`config.mk`:
```
export PLATFORM = sky130hd
export DESIGN_NAME = sprom_arbiter
export DESIGN_NICKNAME = d
export VERILOG_FILES = /design/src/rtl/sprom_arbiter.sv
export SDC_FILE = /design/constraint.sdc
export NUM_CORES = 1
export LEC_CHECK = 0
export ABC_AREA = 1
export CAP_MARGIN = 20
export CORE_MARGIN = 4
export CORE_UTILIZATION = 30
export CTS_BUF_LIST = sky130_fd_sc_hd__clkbuf_8
export DETAILED_ROUTE_END_ITERATION = 10
export MAX_ROUTING_LAYER = met4
export PLACE_DENSITY_LB_ADDON = 0.08
export SYNTH_ARGS = -nofsm -noshare
export SYNTH_HDL_FRONTEND = slang
export SYNTH_SLANG_ARGS = --single-unit
```
`constraint.sdc`:
```
create_clock -name clka -period 3.51 [get_ports clka]
set_input_delay 0.5265 -clock clka [delete_from_list [all_inputs] [get_ports clka]]
set_output_delay 0.5265 -clock clka [all_outputs]
set_load 0.02 [all_outputs]
```
`src/rtl/sprom_arbiter.sv`:
```
// sprom_arbiter: round-robin read arbiter that shares one single-port ROM
// between NUM_REQ requesters. It issues at most one read per clock, carries a
// {valid, id} tag alongside each read for READ_LATENCY_A cycles, and routes
// the returning word to the requester that issued it.
// Optional statistics counters are built when SPROM_ARB_STATS_EN is defined.
module sprom_arbiter #(
  parameter int NUM_REQ           = 4,
  parameter int ADDR_WIDTH_A      = 6,
  parameter int READ_DATA_WIDTH_A = 32,
  parameter int READ_LATENCY_A    = 2
) (
  input  logic                              clka,
  input  logic                              rsta,
  input  logic [NUM_REQ-1:0]                req_valid,
  input  logic [NUM_REQ*ADDR_WIDTH_A-1:0]   req_addr,
  output logic [NUM_REQ-1:0]                req_ready,
  output logic [NUM_REQ-1:0]                rsp_valid,
  output logic [READ_DATA_WIDTH_A-1:0]      rsp_data,
  output logic                              rom_ena,
  output logic                              rom_regcea,
  output logic [ADDR_WIDTH_A-1:0]           rom_addra,
  input  logic [READ_DATA_WIDTH_A-1:0]      rom_douta,
  output logic [31:0]                       stat_grants,
  output logic [31:0]                       stat_conflicts
);

  localparam int IDW = (NUM_REQ > 1) ? $clog2(NUM_REQ) : 1;
  localparam int LAT = READ_LATENCY_A;

  logic [IDW-1:0]          rr_ptr;
  logic                    grant_any;
  logic [IDW-1:0]          grant_idx;
  logic [LAT-1:0]          tag_vld;
  logic [LAT-1:0][IDW-1:0] tag_id;

  // Pick the first valid requester starting at rr_ptr, wrapping upward.
  always_comb begin
    // NOTE: every output of this block gets a default first, so no path
    // through the search loop can leave a value unassigned and infer a latch.
    grant_any = 1'b0;
    grant_idx = '0;
    for (int k = 0; k < NUM_REQ; k++) begin
      int cand;
      cand = int'(rr_ptr) + k;
      if (cand >= NUM_REQ) cand = cand - NUM_REQ;
      if (!grant_any && req_valid[cand]) begin
        grant_any = 1'b1;
        grant_idx = IDW'(cand);
      end
    end
  end

  // Decode the grant into the one-hot ready and the ROM address mux.
  always_comb begin
    req_ready = '0;
    rom_addra = '0;
    for (int k = 0; k < NUM_REQ; k++) begin
      req_ready[k] = grant_any && (grant_idx == IDW'(k));
      if (req_ready[k]) rom_addra = req_addr[k*ADDR_WIDTH_A +: ADDR_WIDTH_A];
    end
  end

  assign rom_ena    = grant_any;
  assign rom_regcea = 1'b1;
  assign rsp_data   = rom_douta;

  // Advance the round-robin pointer past the requester just served.
  always_ff @(posedge clka or posedge rsta) begin
    // NOTE: sequential state uses non-blocking assignments so every flop
    // samples pre-edge values regardless of statement order.
    if (rsta) begin
      rr_ptr <= '0;
    end else if (grant_any) begin
      rr_ptr <= (grant_idx == IDW'(NUM_REQ - 1)) ? '0 : grant_idx + 1'b1;
    end
  end

  // Tag pipeline mirroring the ROM read latency.
  always_ff @(posedge clka or posedge rsta) begin
    // NOTE: the tag valids must be cleared on reset so that reads in flight
    // when rsta arrives never produce a response; ids are reset too for
    // clean waveforms, though only the valid bits matter functionally.
    if (rsta) begin
      tag_vld <= '0;
      tag_id  <= '0;
    end else begin
      tag_vld[0] <= grant_any;
      tag_id[0]  <= grant_idx;
      for (int s = 1; s < LAT; s++) begin
        tag_vld[s] <= tag_vld[s-1];
        tag_id[s]  <= tag_id[s-1];
      end
    end
  end

  // One-hot response strobe from the retiring tag.
  always_comb begin
    rsp_valid = '0;
    for (int k = 0; k < NUM_REQ; k++) begin
      rsp_valid[k] = tag_vld[LAT-1] && (tag_id[LAT-1] == IDW'(k));
    end
  end

`ifdef SPROM_ARB_STATS_EN
  logic conflict;
  assign conflict = ($countones(req_valid) >= 2);

  // Free-running wrap-around counters of accepts and contended cycles.
  always_ff @(posedge clka or posedge rsta) begin
    if (rsta) begin
      stat_grants    <= '0;
      stat_conflicts <= '0;
    end else begin
      if (grant_any) stat_grants    <= stat_grants + 32'd1;
      if (conflict)  stat_conflicts <= stat_conflicts + 32'd1;
    end
  end
`else
  assign stat_grants    = '0;
  assign stat_conflicts = '0;
`endif

endmodule

```
# Word-level counts from Yosys, hierarchy flattened

Index checks and enable logic that the tools add are counted.

Register bits after elaboration: 8
Output and inout bits: 112
Logic and storage cells: 71
Input port bits: 62

Add/sub/neg operators: 8
Equal/unequal tests: 6
Reductions and logical operators: 16
Mux-type cells: 29
Order comparisons: 8

Operator list:

| cell                  | number |
|---|---|
| $lt A32 B4 Y1 const B | 4 |
| $mux W32              | 4 |
| $mux W6               | 4 |
| $mux W1               | 12 |
| $sub A3 B3 Y4 const B | 3 |
| $logic_and A1 B1 Y1   | 11 |
| $mux W2               | 5 |
| $ge A3 B3 Y1 const B  | 3 |
| $bmux W1 S2           | 4 |
| $eq A2 B2 Y1 const B  | 4 |
| $add A2 B2 Y3 const B | 2 |
| $eq A2 B1 Y1 const B  | 2 |
| $logic_not A2 Y1      | 2 |
| $sub A2 B3 Y4 const B | 1 |
| $add A2 B1 Y3 const B | 1 |
| $ge A2 B3 Y1 const B  | 1 |
| $logic_not A1 Y1      | 3 |
| $add A2 B1 Y2 const B | 1 |

# Depth between registers and ports, before layout

Word-level depth: 21
Gate-level depth with buffers: 17
Mapped depth without buffers: 16

# Worst setup path after synthesis

Ideal clock, no wire load.

Path type: input port to output port
Start point: in req_valid[3]
End point: out rom_addra[3]
Setup slack: 0.765 ns
Required time: 2.984 ns
Path buffers: 1
Cell stages on the path: 15
Arrival time: 2.219 ns
Cell sequence: inv_1 nand2_1 nand3_1 o21a_1 nor2_1 nor2_1 nand3_1 o21ai_1 ha_1 buf_1 nor2_1 nand3_1 nand3_1 nand2_1 nand2_1

Cells in the longest elaborated chain, start to end: 19
Elaborated cells between the ends (all ways): 38
Classes of those cells: eq/ne: 3; mux: 24; reduce/logical: 11

Ends and longest elaborated chain:

| element                                    | RTL line | text |
|---|---|---|
| start: declaration                         | 14       | `input logic [NUM_REQ-1:0] req_valid,` |
| $bmux W1 S2                                | 46       | `if (!grant_any && req_valid[cand]) begin` |
| $mux W1 (implied by the code) (2 in a row) | 46       |  |
| $mux W1                                    | 46       |  |
| $logic_not A1 Y1                           | 46       |  |
| $logic_and A1 B1 Y1                        | 46       |  |
| $mux W1                                    | 46       |  |
| $logic_not A1 Y1                           | 46       |  |
| $logic_and A1 B1 Y1                        | 46       |  |
| $mux W1                                    | 46       |  |
| $logic_not A1 Y1                           | 46       |  |
| $logic_and A1 B1 Y1                        | 46       |  |
| $mux W2 (*)                                | 46       |  |
| via grant_idx[0]                           | 32       | `logic [IDW-1:0] grant_idx;` |
| $logic_not A2 Y1                           | 58       | `req_ready[k] = grant_any && (grant_idx == IDW'(k));` |
| $logic_and A1 B1 Y1                        | 58       |  |
| $mux W6 (3 in a row)                       | 59       | `if (req_ready[k]) rom_addra = req_addr[k*ADDR_WIDTH_A +: ADDR_WIDTH_A];` |
| $mux W6 (*)                                | 59       |  |
| end: declaration                           | 21       | `output logic [ADDR_WIDTH_A-1:0] rom_addra,` |

The timed path passes the listed nets; every way through them passes the cells marked *. The select of a mux whose other input is x is not followed.

# Worst setup path after layout

Start point: in req_valid[3]
End point: out req_ready[0]

Cells in the longest elaborated chain, start to end: 15
Elaborated cells between the ends (all ways): 28
Classes of those cells: mux: 20; reduce/logical: 8

Ends and longest elaborated chain:

| element                                    | RTL line | text |
|---|---|---|
| $bmux W1 S2                                | 46       |  |
| $mux W1 (implied by the code) (2 in a row) | 46       |  |
| $mux W1                                    | 46       |  |
| $logic_not A1 Y1                           | 46       |  |
| $logic_and A1 B1 Y1                        | 46       |  |
| $mux W1                                    | 46       |  |
| $logic_not A1 Y1                           | 46       |  |
| $logic_and A1 B1 Y1                        | 46       |  |
| $mux W1                                    | 46       |  |
| $logic_not A1 Y1                           | 46       |  |
| $logic_and A1 B1 Y1                        | 46       |  |
| $mux W2                                    | 46       |  |
| $logic_not A2 Y1                           | 58       |  |
| $logic_and A1 B1 Y1 (*)                    | 58       |  |
| end: declaration                           | 16       | `output logic [NUM_REQ-1:0] req_ready,` |

Every way passes the cells marked *; elsewhere a longest branch is shown, timed or not. The select of a mux whose other input is x is not followed.

==> flow_summary.yaml <==
timing:
  fin_setup_tns_ps: 0
  fin_ws_ps: 174
  hold_viol: 0
  max_freq_ghz: 0.300
  hold_slack_ps: 342
  fin_crit_ps: 3340
  fin_worst_skew_ps: 0.169
  setup_viol: 0
  finalCritPeriodShare_pct: 95.0
  drv_slew: 0
placed_design:
  io_buffers: 44
  dpl.hpwl_mm: 2.93
  place_congestion: 0.739
  dpl_worst_slack_ps: -294
  place_area_um2: 1740
floorplan:
  dieWidth_um: 82.1
  rows: 26
  die_h_um: 82.1
  core-area_um2: 5200
  io-pin-count: 174
  dieArea_um2: 6750
  start_util_pct: 31.7
worst_setup_path:
  path_buf_inv: 7
  worstPathMaxFanout: 7
  crit_family: "buffers and inverters"
  crit_chain: "clkdlybuf4s50_1 > inv_1 > nand2_1 > nand3_1 > o21a_2 > buf_4 > nand2_1 > o211ai_1 > nand2_2 > buf_4 > ha_1 > buf_4 > nand2_1 > inv_1 > dlygate4sd2_1"
  end_kind: "output port"
  crit_required_ps: 2980
  worstPathArrival_ps: 2810
  max_stage_delay_ps: 410
  cp_slowest_cell: "clkdlybuf4s50_1"
  critical_path_class: "in -> out"
  startpoint_type: "input pin"
grt:
  grt_overflow: 0
  grt_max_degree: 28
  grt_pass1_wl_mm: 5.14
  grt_usage_pct: 9.81
  first_global_vias: 1133
  antenna_found_initial: 0
hold_path:
  hold_class: "reg -> reg"
clocking:
  clk_pin_slew_ps: 40
  cts_tree: "done"
  htree_levels: 1
  ctsHoldBuffers: 0
  cts.path.max_buffers: 2
  cts-buffers-inserted: 3
  clkLatencyLatePin_ps: 220
  cts.sinks: 8
  clockRootBuffer: "clkbuf_8"
cells_and_area:
  drive_above_1_share_pct: 16.1
  fin_area_um2: 1810
  final_cell_mix: "conb_1 (65), nand2_1 (48), clkdlybuf4s50_1 (35), inv_1 (28), nand3_1 (26)"
  fillers: 575
  area_delta_synth_final_pct: 9.71
  mostFrequentLayoutCell: "conb_1"
  diodes: 0
  layout.nets: 347
yosys:
  synth_area_leaders: "buf_4 (44%), dfrtp_1 (12%), nand2_1 (12%), nand3_1 (8.5%), inv_1 (6.8%)"
  ys_ff_latch: 8
  syn_avg_cell_area_um2: 6.44
  synth.cell_area_um2: 1650
  ys_seq_area_share_pct: 12.1
  synth_cell_types: 23
  yosys_warnings: 0
  synth_top_area_share_pct: 44.2
  synthCells: 256
  synth_area_leader_cell: "buf_4"
drt:
  drtIter0Drc: 74
  drc: 0
  ant_nets: 0
  via_count: 1287
  wl_per_cell_um: 10.1
  wl_mm: 3.53
  first_pass_iters: 4
  via_per_inst: 3.69
power_and_ir_drop:
  leakagePower_nw: 1.05
  total_power_mw: 2.40
  power_density_nw_per_um2: 1330
  ir_drop_v: 0.000505
outcome:
  status: "complete, no violations"
job:
  cap_violations: 0
cell usage after synthesis (all sizes together):
cell / instances
o211ai: 1
buf: 101
and2: 1
o21ai: 2
ha: 4
nand4: 2
inv: 32
o21a: 1
clkinv: 2
nor3: 4
nand2: 56
dfrtp: 8
nor2: 11
conb: 2
nand3: 29
through the flow:
stage	instances	utilization [%]
floorplan	319	-
global placement	344	33.4
detailed placement	344	33.4
CTS	347	34.0
global route	349	34.8
finish	349	34.8
registers in the layout, summed over array words and instances (netlist names):
register  count
rr_ptr        2
tag_vld       2
tag_id        4
layer usage:
metal | vias up | global-route usage (%) | part of all wire, %
met5 | - | - | 0
met1 | 541 | 12.6 | 39
met2 | 75 | 14.9 | 48
met3 | 14 | 1.19 | 10
li1 | 657 | - | -
met4 | 0 | 5.48 | 2.4
cells by family after synthesis:
logic type | after synthesis | share of synthesized area, %
AND/OR/NAND/NOR | 103 | 28.5
flip-flops | 8 | 12.1
buffers and inverters | 135 | 54.3
adder cells (fa/ha/maj) | 4 | 3.04
AO/OA/AOI/OAI | 4 | 1.52
other | 2 | 0.455
what timing repair did:
| action | in CTS | in global routing |
|---|---|---|
| setup endpoints to repair | 10 | 9 |
| pin swaps | 0 | 5 |
| resized for setup | 12 | 24 |
| cloned | 0 | 0 |
| setup buffers | 0 | 2 |
cell type report:
type | count | area, um2 | area share [%]
tap | 70 | 87.6 | 4.84
inverter | 34 | 130 | 7.19
sequential | 8 | 200 | 11.1
timing repair buffer | 58 | 513 | 28.4
clock buffer | 3 | 41.3 | 2.28
multi-input combinational | 176 | 837 | 46.3
power breakdown:
group,internal [mW],switching (mW)
sequential,0.138,0.0384
clock,0.0737,0.0298
combinational,0.841,1.28
total,1.05,1.35
worst paths after layout:
check,depth (start not counted),start,slack (ps),end
worst max-delay path,15,req_valid[3],170,req_ready[0]
min in group asynchronous,2,rsta,550,rr_ptr[1]
max in group asynchronous,2,rsta,2740,tag_id[3]
worst min register to register,0,tag_id[1],340,tag_id[3]
worst max register to register,13,rr_ptr[0],1370,rr_ptr[1]
worst min-delay path,0,tag_id[1],340,tag_id[3]
No activity file was read; power rests on OpenSTA's default activity.
